[src/rtl/reaction_pkg.sv]
// Shared encodings and constants for the multi-player reaction timer.
// Also holds the per-digit rollover limits of the mm:ss.hh cascade.
package reaction_pkg;

    localparam logic [2:0] ST_IDLE    = 3'd0;
    localparam logic [2:0] ST_ARMED   = 3'd1;
    localparam logic [2:0] ST_RUN     = 3'd2;
    localparam logic [2:0] ST_DONE    = 3'd3;
    localparam logic [2:0] ST_FAULT   = 3'd4;
    localparam logic [2:0] ST_TIMEOUT = 3'd5;

    typedef enum logic [2:0] {
        S_IDLE    = ST_IDLE,
        S_ARMED   = ST_ARMED,
        S_RUN     = ST_RUN,
        S_DONE    = ST_DONE,
        S_FAULT   = ST_FAULT,
        S_TIMEOUT = ST_TIMEOUT
    } state_t;

    localparam logic [5:0]  BLANK_ALL = 6'h3F;
    localparam logic [23:0] SAT_TIME  = 24'h595999;
    // Feedback taps 16, 14, 13, 11 -> register bits 15, 13, 12, 10.
    localparam logic [15:0] LFSR_TAPS = 16'hB400;

    // Digit order from LSB: h, t, s1, s10, m1, m10; the tens of seconds and minutes stop at 5.
    function automatic logic [3:0] digit_max(input int idx);
        return (idx == 3 || idx == 5) ? 4'd5 : 4'd9;
    endfunction

endpackage

[src/rtl/bcd_time_counter.sv]
// Six-digit mm:ss.hh BCD counter with synchronous clear and optional
// saturation at 59:59.99.
module bcd_time_counter
    import reaction_pkg::*;
(
    input  logic        CLOCK_50,
    input  logic        RESET,
    input  logic        clr,
    input  logic        inc,
    input  logic        sat_en,
    output logic [23:0] time_bcd,
    output logic        at_max
);

    logic [23:0] time_q;
    logic [23:0] time_nxt;
    logic        carry;

    always_comb begin
        // NOTE: every variable gets a default before any branch, so no path leaves it unassigned and no latch is inferred.
        time_nxt = time_q;
        carry    = 1'b1;
        for (int i = 0; i < 6; i++) begin
            if (carry) begin
                if (time_q[i*4 +: 4] == digit_max(i)) begin
                    time_nxt[i*4 +: 4] = 4'd0;
                end else begin
                    time_nxt[i*4 +: 4] = time_q[i*4 +: 4] + 4'd1;
                    carry              = 1'b0;
                end
            end
        end
    end

    assign at_max = (time_q == SAT_TIME);

    always_ff @(posedge CLOCK_50 or posedge RESET) begin
        // NOTE: state registers use non-blocking assignments so every flop samples pre-edge values.
        if (RESET) begin
            time_q <= '0;
        end else if (clr) begin
            time_q <= '0;
        end else if (inc && !(at_max && sat_en)) begin
            time_q <= time_nxt;
        end
    end

    assign time_bcd = time_q;

endmodule

[src/rtl/reaction_timer_multi.sv]
// N-player reaction timer: random arming delay from an LFSR, BCD run timer,
// false-start and timeout detection, and a best-time record.
module reaction_timer_multi
    import reaction_pkg::*;
#(
    parameter int          CLK_HZ     = 50_000_000,
    parameter int          TICK_HZ    = 100,
    parameter int          N_PLAYERS  = 2,
    parameter int          MIN_WAIT_T = 100,
    parameter int          MAX_WAIT_T = 1000,
    parameter logic [15:0] LFSR_SEED  = 16'hACE1
) (
    input  logic                 CLOCK_50,
    input  logic                 RESET,
    input  logic                 START_N,
    input  logic [N_PLAYERS-1:0] STOP_N,
    output logic [23:0]          TIME_BCD,
    output logic [5:0]           BLANK,
    output logic [2:0]           STATE,
    output logic [2:0]           WINNER,
    output logic                 FALSE_START,
    output logic [23:0]          BEST_BCD,
    output logic                 BEST_VALID
);

    localparam int          DIV     = CLK_HZ / TICK_HZ;
    localparam int          PRESC_W = (DIV > 1) ? $clog2(DIV) : 1;
    localparam int          WAIT_W  = $clog2(MAX_WAIT_T + 1);
    localparam logic [31:0] MIN_W   = MIN_WAIT_T;
    localparam logic [31:0] RANGE_W = MAX_WAIT_T - MIN_WAIT_T + 1;

    state_t               state, state_nxt;
    logic                 start_s1, start_s2, start_d;
    logic [N_PLAYERS-1:0] stop_s1, stop_s2, stop_d;
    logic                 start_fall, stop_any;
    logic [N_PLAYERS-1:0] stop_fall;
    logic [2:0]           win_idx;
    logic [15:0]          lfsr;
    logic [PRESC_W-1:0]   presc;
    logic                 tick;
    logic [WAIT_W-1:0]    wait_ticks, tick_cnt;
    logic                 arm, cnt_inc, win_load, best_load, at_max;

    always_ff @(posedge CLOCK_50 or posedge RESET) begin
        // NOTE: synchroniser flops reset to the pressed level so a key held through reset never produces an edge.
        if (RESET) begin
            {start_s1, start_s2, start_d} <= '0;
            stop_s1 <= '0;
            stop_s2 <= '0;
            stop_d  <= '0;
        end else begin
            start_s1 <= START_N;
            start_s2 <= start_s1;
            start_d  <= start_s2;
            stop_s1  <= STOP_N;
            stop_s2  <= stop_s1;
            stop_d   <= stop_s2;
        end
    end

    assign start_fall = start_d & ~start_s2;
    assign stop_fall  = stop_d & ~stop_s2;
    assign stop_any   = |stop_fall;

    always_comb begin
        win_idx = '0;
        for (int i = N_PLAYERS - 1; i >= 0; i--) begin
            if (stop_fall[i]) win_idx = 3'(i);
        end
    end

    always_ff @(posedge CLOCK_50 or posedge RESET) begin
        if (RESET) lfsr <= LFSR_SEED;
        else       lfsr <= {lfsr[14:0], ^(lfsr & LFSR_TAPS)};
    end

    // Prescaler restarts from zero on every state change, so each state sees full ticks.
    assign tick = (presc == PRESC_W'(DIV - 1));

    always_ff @(posedge CLOCK_50 or posedge RESET) begin
        if (RESET) begin
            presc <= '0;
        end else if ((state == S_ARMED || state == S_RUN) && state_nxt == state) begin
            presc <= tick ? '0 : presc + PRESC_W'(1);
        end else begin
            presc <= '0;
        end
    end

    always_ff @(posedge CLOCK_50 or posedge RESET) begin
        if (RESET) state <= S_IDLE;
        else       state <= state_nxt;
    end

    always_comb begin
        state_nxt = state;
        arm       = 1'b0;
        cnt_inc   = 1'b0;
        case (state)
            S_IDLE, S_DONE, S_FAULT, S_TIMEOUT: begin
                if (start_fall) begin
                    state_nxt = S_ARMED;
                    arm       = 1'b1;
                end
            end
            S_ARMED: begin
                if (stop_any)                                         state_nxt = S_FAULT;
                else if (tick && (tick_cnt + WAIT_W'(1)) == wait_ticks) state_nxt = S_RUN;
            end
            S_RUN: begin
                if (stop_any) begin
                    state_nxt = S_DONE;
                end else if (tick) begin
                    if (at_max) state_nxt = S_TIMEOUT;
                    else        cnt_inc   = 1'b1;
                end
            end
            default: state_nxt = S_IDLE;
        endcase
    end

    assign win_load  = stop_any && (state == S_ARMED || state == S_RUN);
    assign best_load = stop_any && (state == S_RUN) && (!BEST_VALID || TIME_BCD < BEST_BCD);

    always_ff @(posedge CLOCK_50 or posedge RESET) begin
        if (RESET) begin
            wait_ticks <= '0;
            tick_cnt   <= '0;
            WINNER     <= '0;
            BEST_BCD   <= '0;
            BEST_VALID <= 1'b0;
        end else begin
            if (arm) begin
                wait_ticks <= WAIT_W'(MIN_W + ({16'd0, lfsr} % RANGE_W));
                tick_cnt   <= '0;
            end else if (state == S_ARMED && tick) begin
                tick_cnt <= tick_cnt + WAIT_W'(1);
            end
            if (arm)           WINNER <= '0;
            else if (win_load) WINNER <= win_idx;
            if (best_load) begin
                BEST_BCD   <= TIME_BCD;
                BEST_VALID <= 1'b1;
            end
        end
    end

    bcd_time_counter u_time (
        .CLOCK_50 (CLOCK_50),
        .RESET    (RESET),
        .clr      (arm),
        .inc      (cnt_inc),
        .sat_en   (1'b1),
        .time_bcd (TIME_BCD),
        .at_max   (at_max)
    );

    assign STATE       = state;
    assign BLANK       = (state == S_ARMED || state == S_FAULT) ? BLANK_ALL : 6'h00;
    assign FALSE_START = (state == S_FAULT);

endmodule

[config.mk]
export PLATFORM = sky130hd
export DESIGN_NAME = reaction_timer_multi
export DESIGN_NICKNAME = d
export VERILOG_FILES = /design/src/rtl/reaction_pkg.sv /design/src/rtl/bcd_time_counter.sv /design/src/rtl/reaction_timer_multi.sv
export SDC_FILE = /design/constraint.sdc
export NUM_CORES = 1
export LEC_CHECK = 0
export ABC_CLOCK_PERIOD_IN_PS = 12400
export BUFFER_PORTS_ARGS = -buffer_cell sky130_fd_sc_hd__buf_4
export CORE_UTILIZATION = 60
export DETAILED_ROUTE_END_ITERATION = 10
export PLACE_DENSITY = 0.89
export SYNTH_ARGS = -nofsm -noshare
export SYNTH_HDL_FRONTEND = slang
export SYNTH_HIERARCHICAL = 1
export SYNTH_SLANG_ARGS = --single-unit
export TNS_END_PERCENT = 100
[constraint.sdc]
create_clock -name CLOCK_50 -period 12.4 [get_ports CLOCK_50]
set_input_delay 2.48 -clock CLOCK_50 [delete_from_list [all_inputs] [get_ports CLOCK_50]]
set_output_delay 2.48 -clock CLOCK_50 [all_outputs]
set_load 0.01 [all_outputs]
==> results of run 1 <==
[kinds of logic after synthesis]
logic type	synth area share (%)
buf+inv	4.781
other cells	0.07434
compound gates	25.17
flops	29.08
fa+ha+maj	5.177
xor+xnor	6.911
mux	2.923
simple gates	25.89
[state kept, by name, summed over array words and instances, names as in the netlist, 2 cells and up]
register,cells
wait_ticks,10
stop_s2,2
lfsr,16
STATE,3
tick_cnt,10
presc,19
stop_s1,2
BEST_BCD,24
u_time/time_bcd,24
stop_d,2
[per-stage QoR]
| stage | total power, mW | instances | util [%] | hold WS, ns |
|---|---|---|---|---|
| after detailed placement | 0.5473 | 1444 | 64.31 | 0.3347 |
| after CTS | 1.040 | 1475 | 67.90 | 0.3470 |
| after global routing | 1.074 | 1475 | 67.90 | 0.3508 |
| final | 1.040 | 1475 | 67.90 | 0.3464 |
| after global placement | 0.5429 | 1444 | 64.31 | 0.3334 |
| after floorplan | 0.5112 | 1210 | - | 0.3312 |
[worst reg2reg max path, delay by kind of cell, from the launching register on]
kind,cells,cell delay (ns)
mux,2,0.71
xor+xnor,4,1.46
simple gates,11,2.83
flops,1,0.45
fa+ha+maj,4,1.09
compound gates,13,4.38
buf+inv,2,0.20
[synthesized netlist by cell type, types with 25 or more instances]
cell type  number  share of area, %
nand2_1       100               3.7
dfrtp_1       109                27
xnor2_1        49               4.2
a21oi_1        65               3.2
o21ai_0        91               4.5
clkbuf_1       25              0.93
ha_1           41               5.1
nor3_1         34               1.7
xor2_1         27               2.3
inv_1          54               2.0
nor2_1         95               3.5
nand3_1        59               2.9
[final cells by class]
type | instances | area, um2 | share of cell area [%]
Clock buffer | 20 | 466.7 | 4.159
Clock inverter | 11 | 126.4 | 1.126
Inverter | 57 | 216.5 | 1.929
Multi-Input combinational cell | 983 | 6695 | 59.67
Sequential cell | 117 | 2938 | 26.18
Tap cell | 220 | 275.3 | 2.453
Timing Repair Buffer | 67 | 503.0 | 4.483
[routing by layer]
layer  wire, um  part of all wire, %  track usage (%)
met5          0                    0                0
met3       1829                  6.9            5.190
met1      10900                   41            38.97
met2      12980                   49            52.15
met4        908                  3.4            14.21
[power groups by stage]
stage | sequential (mW) | combinational (mW) | clock (mW)
global placement | 0.417 | 0.126 | 0
global route | 0.414 | 0.146 | 0.513
CTS | 0.412 | 0.134 | 0.494
detailed placement | 0.418 | 0.130 | 0
finish | 0.412 | 0.135 | 0.493
floorplan | 0.415 | 0.0960 | 0
[worst min path at each step]
stage | end | slack (ns) | cells past startpoint
3_3_place_gp | stop_s2[1] | 0.33 | 0
3_5_place_dp | start_s2 | 0.33 | 0
2_1_floorplan | start_s2 | 0.33 | 0
6_report | stop_s2[0] | 0.35 | 0
5_1_grt | stop_s2[0] | 0.35 | 0
4_1_cts | stop_s2[0] | 0.35 | 0
==> results by group, run 1 <==
Outcome
  – Status: complete, no violations

Pwr
  – Internal power: roughly 0.76 mW
  – Sw Share: a little over a quarter
  – Static leakage: 4.608 nW
  – Pwr/cell area: 92.70 mW/mm2
  – Comb pwr share: 13.0%
  – Clock share of power: approximately 47%
  – Flop pwr share: 39.6%
  – Max VDD drop: between 100 and 150 uV
  – Psw: between 0.2 and 0.3 mW

Detailed routing
  – WL final: between 20 and 30 mm
  – DRC: 0
  – Via count: around 10,000
  – Antenna Nets Post-Route: 0
  – Starting DRT DRC Count: 1,105
  – DR vias/cell: ~6.6
  – Wire per inst: approximately 18 um
  – First-pass iteration count of the detailed router: 7

Critical path
  – Crit path kind: reg -> reg
  – Slowest stage delay, CP: around 0.97 ns
  – CP max stage cell: xnor2_1
  – Worst path buffer plus inverter count: 2
  – Worst EP required: ~13 ns
  – Reg-to-reg setup timing slack: 1.10 ns
  – Most used cell, CP: ha_1
  – Worst reg2reg path depth: 36
  – Crit path depth: 36
  – Worst EP arrival: approximately 12 ns
  – Critical Path End: wait_ticks[8]
  – Reg2reg end: wait_ticks[8]
  – Launch point of the critical path: lfsr[12]
  – Reg2reg start: lfsr[12]
  – Critical Path End Type: register
  – Element type at the critical path start: register
  – Crit-path max FO: 18
  – Kind of cell adding the most delay to the critical path: compound AO/OA/AOI/OAI gates

Floorplan
  – Core Region: around 0.017 mm2
  – Die area: approximately 0.017 mm2
  – Row Count: 47
  – Die height: between 100 and 150 um
  – Die X: 131.8 um
  – Io pins: 67
  – Starting Density: between 60% and 70%

Layout
  – Cell area after layout: between 0.01 and 0.015 mm2
  – Antenna cells: 0
  – FILL cells: approximately 1,300
  – Commonest non-fill, non-tap cell in the layout: dfrtp_1
  – Area Overhead vs Synth: 11.07%
  – Nets: 1,289
  – Layout cells sized above 1: around 15%
  – Most frequent cells in the layout: dfrtp_1 (109), nand2_1 (100), nor2_1 (95)

Place
  – Placed cell area: 0.01063 mm2
  – DP Worst Slack: 1.455 ns
  – HPWL Detailed: 18.72 mm
  – Routability Congestion: around 0.93
  – Port Buffers: 64

Global route
  – Largest net degree at the start of global routing: between 60 and 70
  – Global-route wire length before repair: roughly 44 mm
  – Initial antenna violation count: 0
  – Vias in the first global route: 9,183
  – Gr usage total: a little under a third
  – Global route overflow: 0

Clock network
  – Clock Latency Late Sink: approximately 0.43 ns
  – Clock root cell: clkbuf_16
  – CTS tree: done
  – Total CTS buffers: 17
  – Clk buf depth: 2
  – Clock-pin transition on the worst setup and hold timing paths: ~0.060 ns
  – H-tree depth: 4
  – Post-CTS setup buffer count: 0
  – Cts hold-fix bufs: 0
  – Post-CTS sizing: 0
  – Clk sink count: between 100 and 150

STA
  – Final worst path period need: between 10 and 15 ns
  – Worst slew margin: roughly 7.0%
  – Setup violators final: 0
  – Final hold vios: 0
  – Crit share post-route: around nine tenths
  – Fmax: around 88 MHz
  – Worst-Margin Slew: 1.377 ns
  – Fin Clk Skew: approximately 0.017 ns
  – Setup TNS: 0 ns
  – Setup ws final: roughly 1.1 ns
  – RSZ-0062 raised after global routing: false
  – Final Max Tran Viols: 0

Min path
  – Hold Crit Start: stop_s1[0]
  – Hold Path Class: reg -> reg

Yosys
  – Cell Area, Synth: about 0.010 mm2
  – Cells after Synth: 1,208
  – Post-synthesis sequential area ratio: slightly below 30%
  – #FFs+latches synth: between 100 and 150
  – Ys flop type: dfrtp_1
  – Number of flops mapped to enable cells by yosys: 0
  – Synth cell types: 122
  – YS warnings: 6
  – Mean post-synth cell area: around 8.4 um2
  – Post-synth ARST share: 100.0%

Run
  – Max-Cap Viols: 0
Note: power is estimated with default switching activity, not from simulation.
==> inputs of run 2 (changes only) <==
--- a/config.mk
+++ b/config.mk
@@ -5,10 +5,11 @@
 export SDC_FILE = /design/constraint.sdc
 export NUM_CORES = 1
 export LEC_CHECK = 0
-export ABC_CLOCK_PERIOD_IN_PS = 12400
+export ABC_CLOCK_PERIOD_IN_PS = 10950
 export BUFFER_PORTS_ARGS = -buffer_cell sky130_fd_sc_hd__buf_4
 export CORE_UTILIZATION = 60
 export DETAILED_ROUTE_END_ITERATION = 10
+export HOLD_SLACK_MARGIN = 0.1
 export PLACE_DENSITY = 0.89
 export SYNTH_ARGS = -nofsm -noshare
 export SYNTH_HDL_FRONTEND = slang
==> constraint.sdc (replaced) <==
create_clock -name CLOCK_50 -period 10.95 [get_ports CLOCK_50]
set_input_delay 2.19 -clock CLOCK_50 [delete_from_list [all_inputs] [get_ports CLOCK_50]]
set_output_delay 2.19 -clock CLOCK_50 [all_outputs]
set_load 0.01 [all_outputs]
==> run 2 against run 1 <==
Compared with the run above:
- the flow now finishes with violations (DRC)
- worst hold slack gained 0.0021 ns
- core utilization is 0.81 points higher
- sequential power increased by 13%
- non-clock buffer count increased by 10
- total power up 17%
- first-iteration DRC count rose by 2.5%
- maximum frequency up 9.6%
- routed wire length increased by 2.6%
- critical path depth increased by 1
- critical endpoint is now wait_ticks[6]
- clock-buffer cell count unchanged
==> results by group, run 2 (synthesis gave the netlist of run 1 again) <==
Pwr
  – Static leakage: 4.688 nW (was 4.608 nW)
  – Psw: 0.3144 mW (was 0.2816 mW)
  – Flop pwr share: 38.4% (was 39.6%)
  – Power Total: 1.214 mW (was 1.040 mW)
  – Internal power: 0.8998 mW (was 0.7586 mW)
  – Sw Share: 25.89% (was 27.07%)
  – Max VDD drop: 188.4 uV (was 119.8 uV)
  – Pwr/cell area: 106.9 mW/mm2 (was 92.70 mW/mm2)
  – Clock share of power: 49.3% (was 47.4%)
  – Comb pwr share: 12.3% (was 13.0%)

Floorplan
  – Die X: 131.8 um (unchanged)
  – Row Count: 47 (unchanged)
  – Die height: 131.8 um (unchanged)
  – Core Region: 0.01652 mm2 (unchanged)
  – Io pins: 67 (unchanged)
  – Die area: 0.01736 mm2 (unchanged)
  – Starting Density: 61.13% (unchanged)

Clock network
  – Clock-pin transition on the worst setup and hold timing paths: 0.06 ns (about the same)
  – Clock root cell: clkbuf_16 (unchanged)
  – Clock Latency Late Sink: 0.42 ns (was 0.43 ns)
  – Clk buf depth: 2 (unchanged)
  – Clk sink count: 117 (unchanged)
  – H-tree depth: 4 (unchanged)
  – CTS tree: done (unchanged)
  – Total CTS buffers: 17 (unchanged)

Critical path
  – Worst EP arrival: 10.58 ns (was 11.58 ns)
  – Most used cell, CP: ha_1 (unchanged)
  – Worst path buffer plus inverter count: 3 (was 2)
  – Element type at the critical path start: register (unchanged)
  – Worst EP required: 11.22 ns (was 12.68 ns)
  – CP max stage cell: dfstp_2 (was xnor2_1)
  – Slowest stage delay, CP: 0.65 ns (was 0.97 ns)
  – Crit path kind: reg -> reg (unchanged)
  – Kind of cell adding the most delay to the critical path: compound AO/OA/AOI/OAI gates (unchanged)
  – Critical Path End Type: register (unchanged)
  – Crit-path max FO: 17 (was 18)

Detailed routing
  – Antenna Nets Post-Route: 0 (unchanged)
  – WL final: 27.30 mm (was 26.61 mm)
  – Met2 WL: 13.58 mm (was 12.98 mm)
  – Met3 routed wirelength: 1.596 mm (was 1.829 mm)
  – Met1 Wirelength: 11.25 mm (was 10.90 mm)
  – DRC: 1 (was 0)
  – DR vias/cell: 6.607 (was 6.627)
  – Starting DRT DRC Count: 1,133 (was 1,105)
  – Via count: 9,818 (was 9,775)
  – Wire per inst: 18.37 um (was 18.04 um)
  – DR top layer: met4 (unchanged)
  – First-pass iteration count of the detailed router: 9 (was 7)

Global route
  – Global route overflow: 0 (unchanged)
  – Gr usage total: 30.90% (was 30.98%)
  – Global-route wire length before repair: 44.35 mm (was 44.40 mm)
  – Largest net degree at the start of global routing: 62 (was 64)
  – Initial antenna violation count: 0 (unchanged)
  – Vias in the first global route: 9,164 (was 9,183)

Layout
  – Layout cells sized above 1: 16.19% (was 15.38%)
  – Antenna cells: 0 (unchanged)
  – Most frequent cells in the layout: dfrtp_1 (109), nand2_1 (100), nor2_1 (95) (unchanged)
  – Commonest non-fill, non-tap cell in the layout: dfrtp_1 (unchanged)
  – Nets: 1,299 (was 1,289)
  – Area Overhead vs Synth: 12.40% (was 11.07%)
  – Cell area after layout: 0.01135 mm2 (was 0.01122 mm2)

STA
  – Setup violators final: 0 (unchanged)
  – Crit share post-route: 94.13% (was 91.14%)
  – Final hold vios: 0 (unchanged)
  – Fmax: 97.02 MHz (was 88.49 MHz)
  – Fin Clk Skew: 0.01126 ns (was 0.01666 ns)
  – Setup TNS: 0 ns (unchanged)
  – Final Max Tran Viols: 0 (unchanged)
  – Worst-Margin Slew: 1.211 ns (was 1.377 ns)
  – Final worst path period need: 10.31 ns (was 11.30 ns)
  – Worst slew margin: 18.24% (was 6.965%)

Place
  – Port Buffers: 64 (unchanged)
  – HPWL Detailed: 18.46 mm (was 18.72 mm)
  – Placed cell area: 0.01064 mm2 (was 0.01063 mm2)
  – Routability Congestion: 0.9649 (was 0.9286)

Run
  – Max-Cap Viols: 0 (unchanged)

Min path
  – Hold Path Class: reg -> reg (unchanged)

Outcome
  – Failing checks: DRC
  – Status: finished, violations left (was complete, no violations)
==> run 2: worst register-to-register path: cells and delay by family (launching register included) <==
| family | cells | cell delay (ns) |
|---|---|---|
| XOR/XNOR | 4 | 0.66 |
| multiplexers | 3 | 0.89 |
| AO/OA/AOI/OAI | 14 | 4.39 |
| buffers and inverters | 3 | 0.40 |
| flip-flops | 1 | 0.65 |
| AND/OR/NAND/NOR | 9 | 2.07 |
| adder cells (fa/ha/maj) | 4 | 1.12 |
==> run 2: layout make-up <==
class | count | area [um2]
Multi-Input combinational cell | 983 | 6714
Fill cell | 1215 | 5170
Sequential cell | 117 | 2938
Timing Repair Buffer | 77 | 578.1
Clock buffer | 20 | 456.7
Tap cell | 220 | 275.3
Inverter | 57 | 216.5
Clock inverter | 12 | 176.4
==> run 2: path summary, 6_finish.rpt <==
check | start | endpoint | slack (ns) | depth (start not counted)
worst min register to register | stop_s1[1] | stop_s2[1] | 0.35 | 0
worst max register to register | lfsr[13] | wait_ticks[6] | 0.64 | 37
min in group asynchronous | RESET | BEST_BCD[9] | 1.78 | 2
worst min-delay path | stop_s1[1] | stop_s2[1] | 0.35 | 0
worst max-delay path | lfsr[13] | wait_ticks[6] | 0.64 | 37
max in group asynchronous | RESET | presc[18] | 8.01 | 3
==> run 2: power by group through the flow <==
stage	Combinational (mW)	Sequential [mW]	Clock [mW]
finish	0.149	0.466	0.599
global route	0.162	0.468	0.622
CTS	0.148	0.465	0.598
detailed placement	0.147	0.472	0
global placement	0.142	0.472	0
floorplan	0.109	0.470	0
==> run 2: timing repair <==
item,in CTS,in global routing
endpoints found under the setup margin,0,7
buffers inserted,0,9
resized for setup,0,3
hold buffers,0,0
==> run 2: metal layers <==
layer | vias to the layer above | global-route usage [%]
met5 | - | 0
met4 | 0 | 12.98
met3 | 88 | 4.229
met2 | 448 | 53.56
met1 | 4714 | 38.61
li1 | 4568 | -
==> run 2: through the flow <==
stage	cells	hold slack, ns	worst slack (ns)	utilization (%)
CTS	1477	0.3515	0.3194	68.19
finish	1486	0.3485	0.6425	68.71
global route	1486	0.3555	-0.02551	68.71
detailed placement	1445	0.3358	0.4126	64.36
floorplan	1210	0.3312	2.140	-
global placement	1445	0.3334	0.8143	64.36
==> inputs of run 3 (changes only) <==
--- a/config.mk
+++ b/config.mk
@@ -5,12 +5,12 @@
 export SDC_FILE = /design/constraint.sdc
 export NUM_CORES = 1
 export LEC_CHECK = 0
-export ABC_CLOCK_PERIOD_IN_PS = 10950
+export ABC_CLOCK_PERIOD_IN_PS = 12900
 export BUFFER_PORTS_ARGS = -buffer_cell sky130_fd_sc_hd__buf_4
 export CORE_UTILIZATION = 60
 export DETAILED_ROUTE_END_ITERATION = 10
 export HOLD_SLACK_MARGIN = 0.1
-export PLACE_DENSITY = 0.89
+export PLACE_DENSITY = 0.77
 export SYNTH_ARGS = -nofsm -noshare
 export SYNTH_HDL_FRONTEND = slang
 export SYNTH_HIERARCHICAL = 1
==> constraint.sdc (replaced) <==
create_clock -name CLOCK_50 -period 12.9 [get_ports CLOCK_50]
set_input_delay 2.58 -clock CLOCK_50 [delete_from_list [all_inputs] [get_ports CLOCK_50]]
set_output_delay 2.58 -clock CLOCK_50 [all_outputs]
set_load 0.01 [all_outputs]
==> run 3 against run 2 <==
Compared with the run above:
- the run now ends clean
- worst setup slack better by 1.2 ns
- sequential share of layout area up 0.32 points
- critical path type unchanged
- worst hold slack worse by 0.0027 ns
- first-iteration DRC count down 42%
==> results by group, run 3 (synthesis gave the netlist of run 1 again) <==
Outcome
  – Status: complete, no violations (was finished, violations left)

Pwr
  – Static leakage: 4.606 nW (was 4.688 nW)
  – Pwr/cell area: 87.36 mW/mm2 (was 106.9 mW/mm2)
  – Max VDD drop: 104.9 uV (was 188.4 uV)

Layout
  – Most frequent cells in the layout: dfrtp_1 (109), nand2_1 (100), nor2_1 (95) (unchanged)
  – Nets: 1,290 (was 1,299)
  – Commonest non-fill, non-tap cell in the layout: dfrtp_1 (unchanged)
  – Area Overhead vs Synth: 11.04% (was 12.40%)
  – FILL cells: 1,347 (was 1,215)
  – Cell area after layout: 0.01122 mm2 (was 0.01135 mm2)
  – Layout cells sized above 1: 15.43% (was 16.19%)
  – Antenna cells: 0 (unchanged)

Detailed routing
  – Wire per inst: 16.81 um (was 18.37 um)
  – First-pass iteration count of the detailed router: 5 (was 9)
  – Starting DRT DRC Count: 652 (was 1,133)
  – DRC: 0 (was 1)
  – WL final: 24.83 mm (was 27.30 mm)
  – Antenna Nets Post-Route: 0 (unchanged)
  – Via count: 9,356 (was 9,818)
  – DR vias/cell: 6.334 (was 6.607)

STA
  – Worst slew margin: 23.37% (was 18.24%)
  – Crit share post-route: 86.00% (was 94.13%)
  – Final Max Tran Viols: 0 (unchanged)
  – Setup ws final: 1.806 ns (was 0.6425 ns)
  – Fmax: 90.14 MHz (was 97.02 MHz)
  – Setup TNS: 0 ns (unchanged)
  – Setup violators final: 0 (unchanged)
  – Fin Clk Skew: 0.01071 ns (was 0.01126 ns)
  – Final Hold Slack: 0.3458 ns (was 0.3485 ns)
  – Final worst path period need: 11.09 ns (was 10.31 ns)
  – Worst-Margin Slew: 1.141 ns (was 1.211 ns)
  – RSZ-0062 raised after global routing: false
  – Final hold vios: 0 (unchanged)

Critical path
  – Worst EP required: 13.18 ns (was 11.22 ns)
  – CP max stage cell: xnor2_1 (was dfstp_2)
  – Worst EP arrival: 11.37 ns (was 10.58 ns)
  – Crit path kind: reg -> reg (unchanged)
  – Element type at the critical path start: register (unchanged)
  – Reg2reg end: wait_ticks[8] (was wait_ticks[6])
  – Slowest stage delay, CP: 0.97 ns (was 0.65 ns)
  – Worst reg2reg path depth: 35 (was 37)
  – Critical Path End Type: register (unchanged)
  – Reg2reg start: lfsr[6] (was lfsr[13])
  – Reg-to-reg setup timing slack: 1.81 ns (was 0.64 ns)
  – Launch point of the critical path: lfsr[6] (was lfsr[13])
  – Crit-path max FO: 18 (was 17)

Clock network
  – Total CTS buffers: 17 (unchanged)
  – Clk buf depth: 2 (unchanged)
  – Clk sink count: 117 (unchanged)
  – Clock Latency Late Sink: 0.41 ns (was 0.42 ns)
  – Cts hold-fix bufs: 0 (unchanged)
  – Clock-pin transition on the worst setup and hold timing paths: 0.06 ns (about the same)
  – Post-CTS sizing: 0 (unchanged)
  – CTS tree: done (unchanged)
  – Clock root cell: clkbuf_16 (unchanged)
  – Post-CTS setup buffer count: 0 (unchanged)
  – H-tree depth: 4 (unchanged)

Place
  – Routability Congestion: 0.9264 (was 0.9649)
  – DP Worst Slack: 2.049 ns (was 0.4126 ns)
  – Placed cell area: 0.01064 mm2 (unchanged)
  – HPWL Detailed: 17.96 mm (was 18.46 mm)
  – Port Buffers: 64 (unchanged)

Floorplan
  – Row Count: 47 (unchanged)
  – Die X: 131.8 um (unchanged)
  – Die height: 131.8 um (unchanged)
  – Starting Density: 61.13% (unchanged)
  – Io pins: 67 (unchanged)
  – Die area: 0.01736 mm2 (unchanged)
  – Core Region: 0.01652 mm2 (unchanged)

Min path
  – Worst Hold Depth: 0 (unchanged)
  – Hold Crit Start: start_s1 (was stop_s1[1])
  – Hold Path Class: reg -> reg (unchanged)
  – Hold endpoint: start_s2 (was stop_s2[1])

Global route
  – Initial antenna violation count: 0 (unchanged)
  – Vias in the first global route: 8,612 (was 9,164)
  – Global-route wire length before repair: 42.29 mm (was 44.35 mm)
  – Global route overflow: 0 (unchanged)
  – Largest net degree at the start of global routing: 48 (was 62)
  – Gr usage total: 29.42% (was 30.90%)

Run
  – Max-Cap Viols: 0 (unchanged)
## run 3: per-layer routing
| layer | vias up | routed length (um) | part of all wire [%] | track usage, % |
|---|---|---|---|---|
| met4 | 0 | 682 | 2.7 | 11.43 |
| met2 | 282 | 11760 | 47 | 48.24 |
| met5 | - | 0 | 0 | 0 |
| met3 | 49 | 1142 | 4.6 | 4.498 |
| li1 | 4551 | - | - | - |
| met1 | 4474 | 11240 | 45 | 39.16 |
## run 3: metrics by stage
step,power (mW),instances,util (%)
after floorplan,0.4914,1210,-
after CTS,0.9882,1477,67.88
final,0.9799,1477,67.88
after detailed placement,0.5267,1445,64.36
after global placement,0.5229,1445,64.36
after global routing,1.020,1477,67.88
## run 3: cell type report
cell class / instances / area [um2] / area share [%]
repair buffers: 68 / 510.5 / 4.551
well taps: 220 / 275.3 / 2.454
inverters: 57 / 216.5 / 1.930
clock buffers: 18 / 429.2 / 3.826
clock inverters: 14 / 152.6 / 1.361
multi-input cells: 983 / 6695 / 59.69
flip-flops and latches: 117 / 2938 / 26.19
## run 3: power by group
| part | switching (mW) | leakage [nW] | internal, mW |
|---|---|---|---|
| clock network | 0.175 | 0.273 | 0.285 |
| registers | 0.0148 | 1.57 | 0.380 |
| logic | 0.0746 | 2.76 | 0.0501 |
## run 3: worst max-delay path: cells and delay by family (launching register included)
family          cells  cell delay [ns]
mux                 2             0.71
buf+inv             2             0.20
compound gates     13             4.70
flops               1             0.44
simple gates       11             2.72
fa+ha+maj           3             0.71
xor+xnor            4             1.46
## run 3: worst max-delay path by stage
stage                          to  slack, ns  depth (start not counted)
finish              wait_ticks[8]       1.81                         35
global route        wait_ticks[8]       0.88                         35
CTS                 wait_ticks[8]       2.00                         36
detailed placement  wait_ticks[8]       2.05                         36
global placement    wait_ticks[8]       2.46                         36
floorplan           wait_ticks[6]       4.09                         41
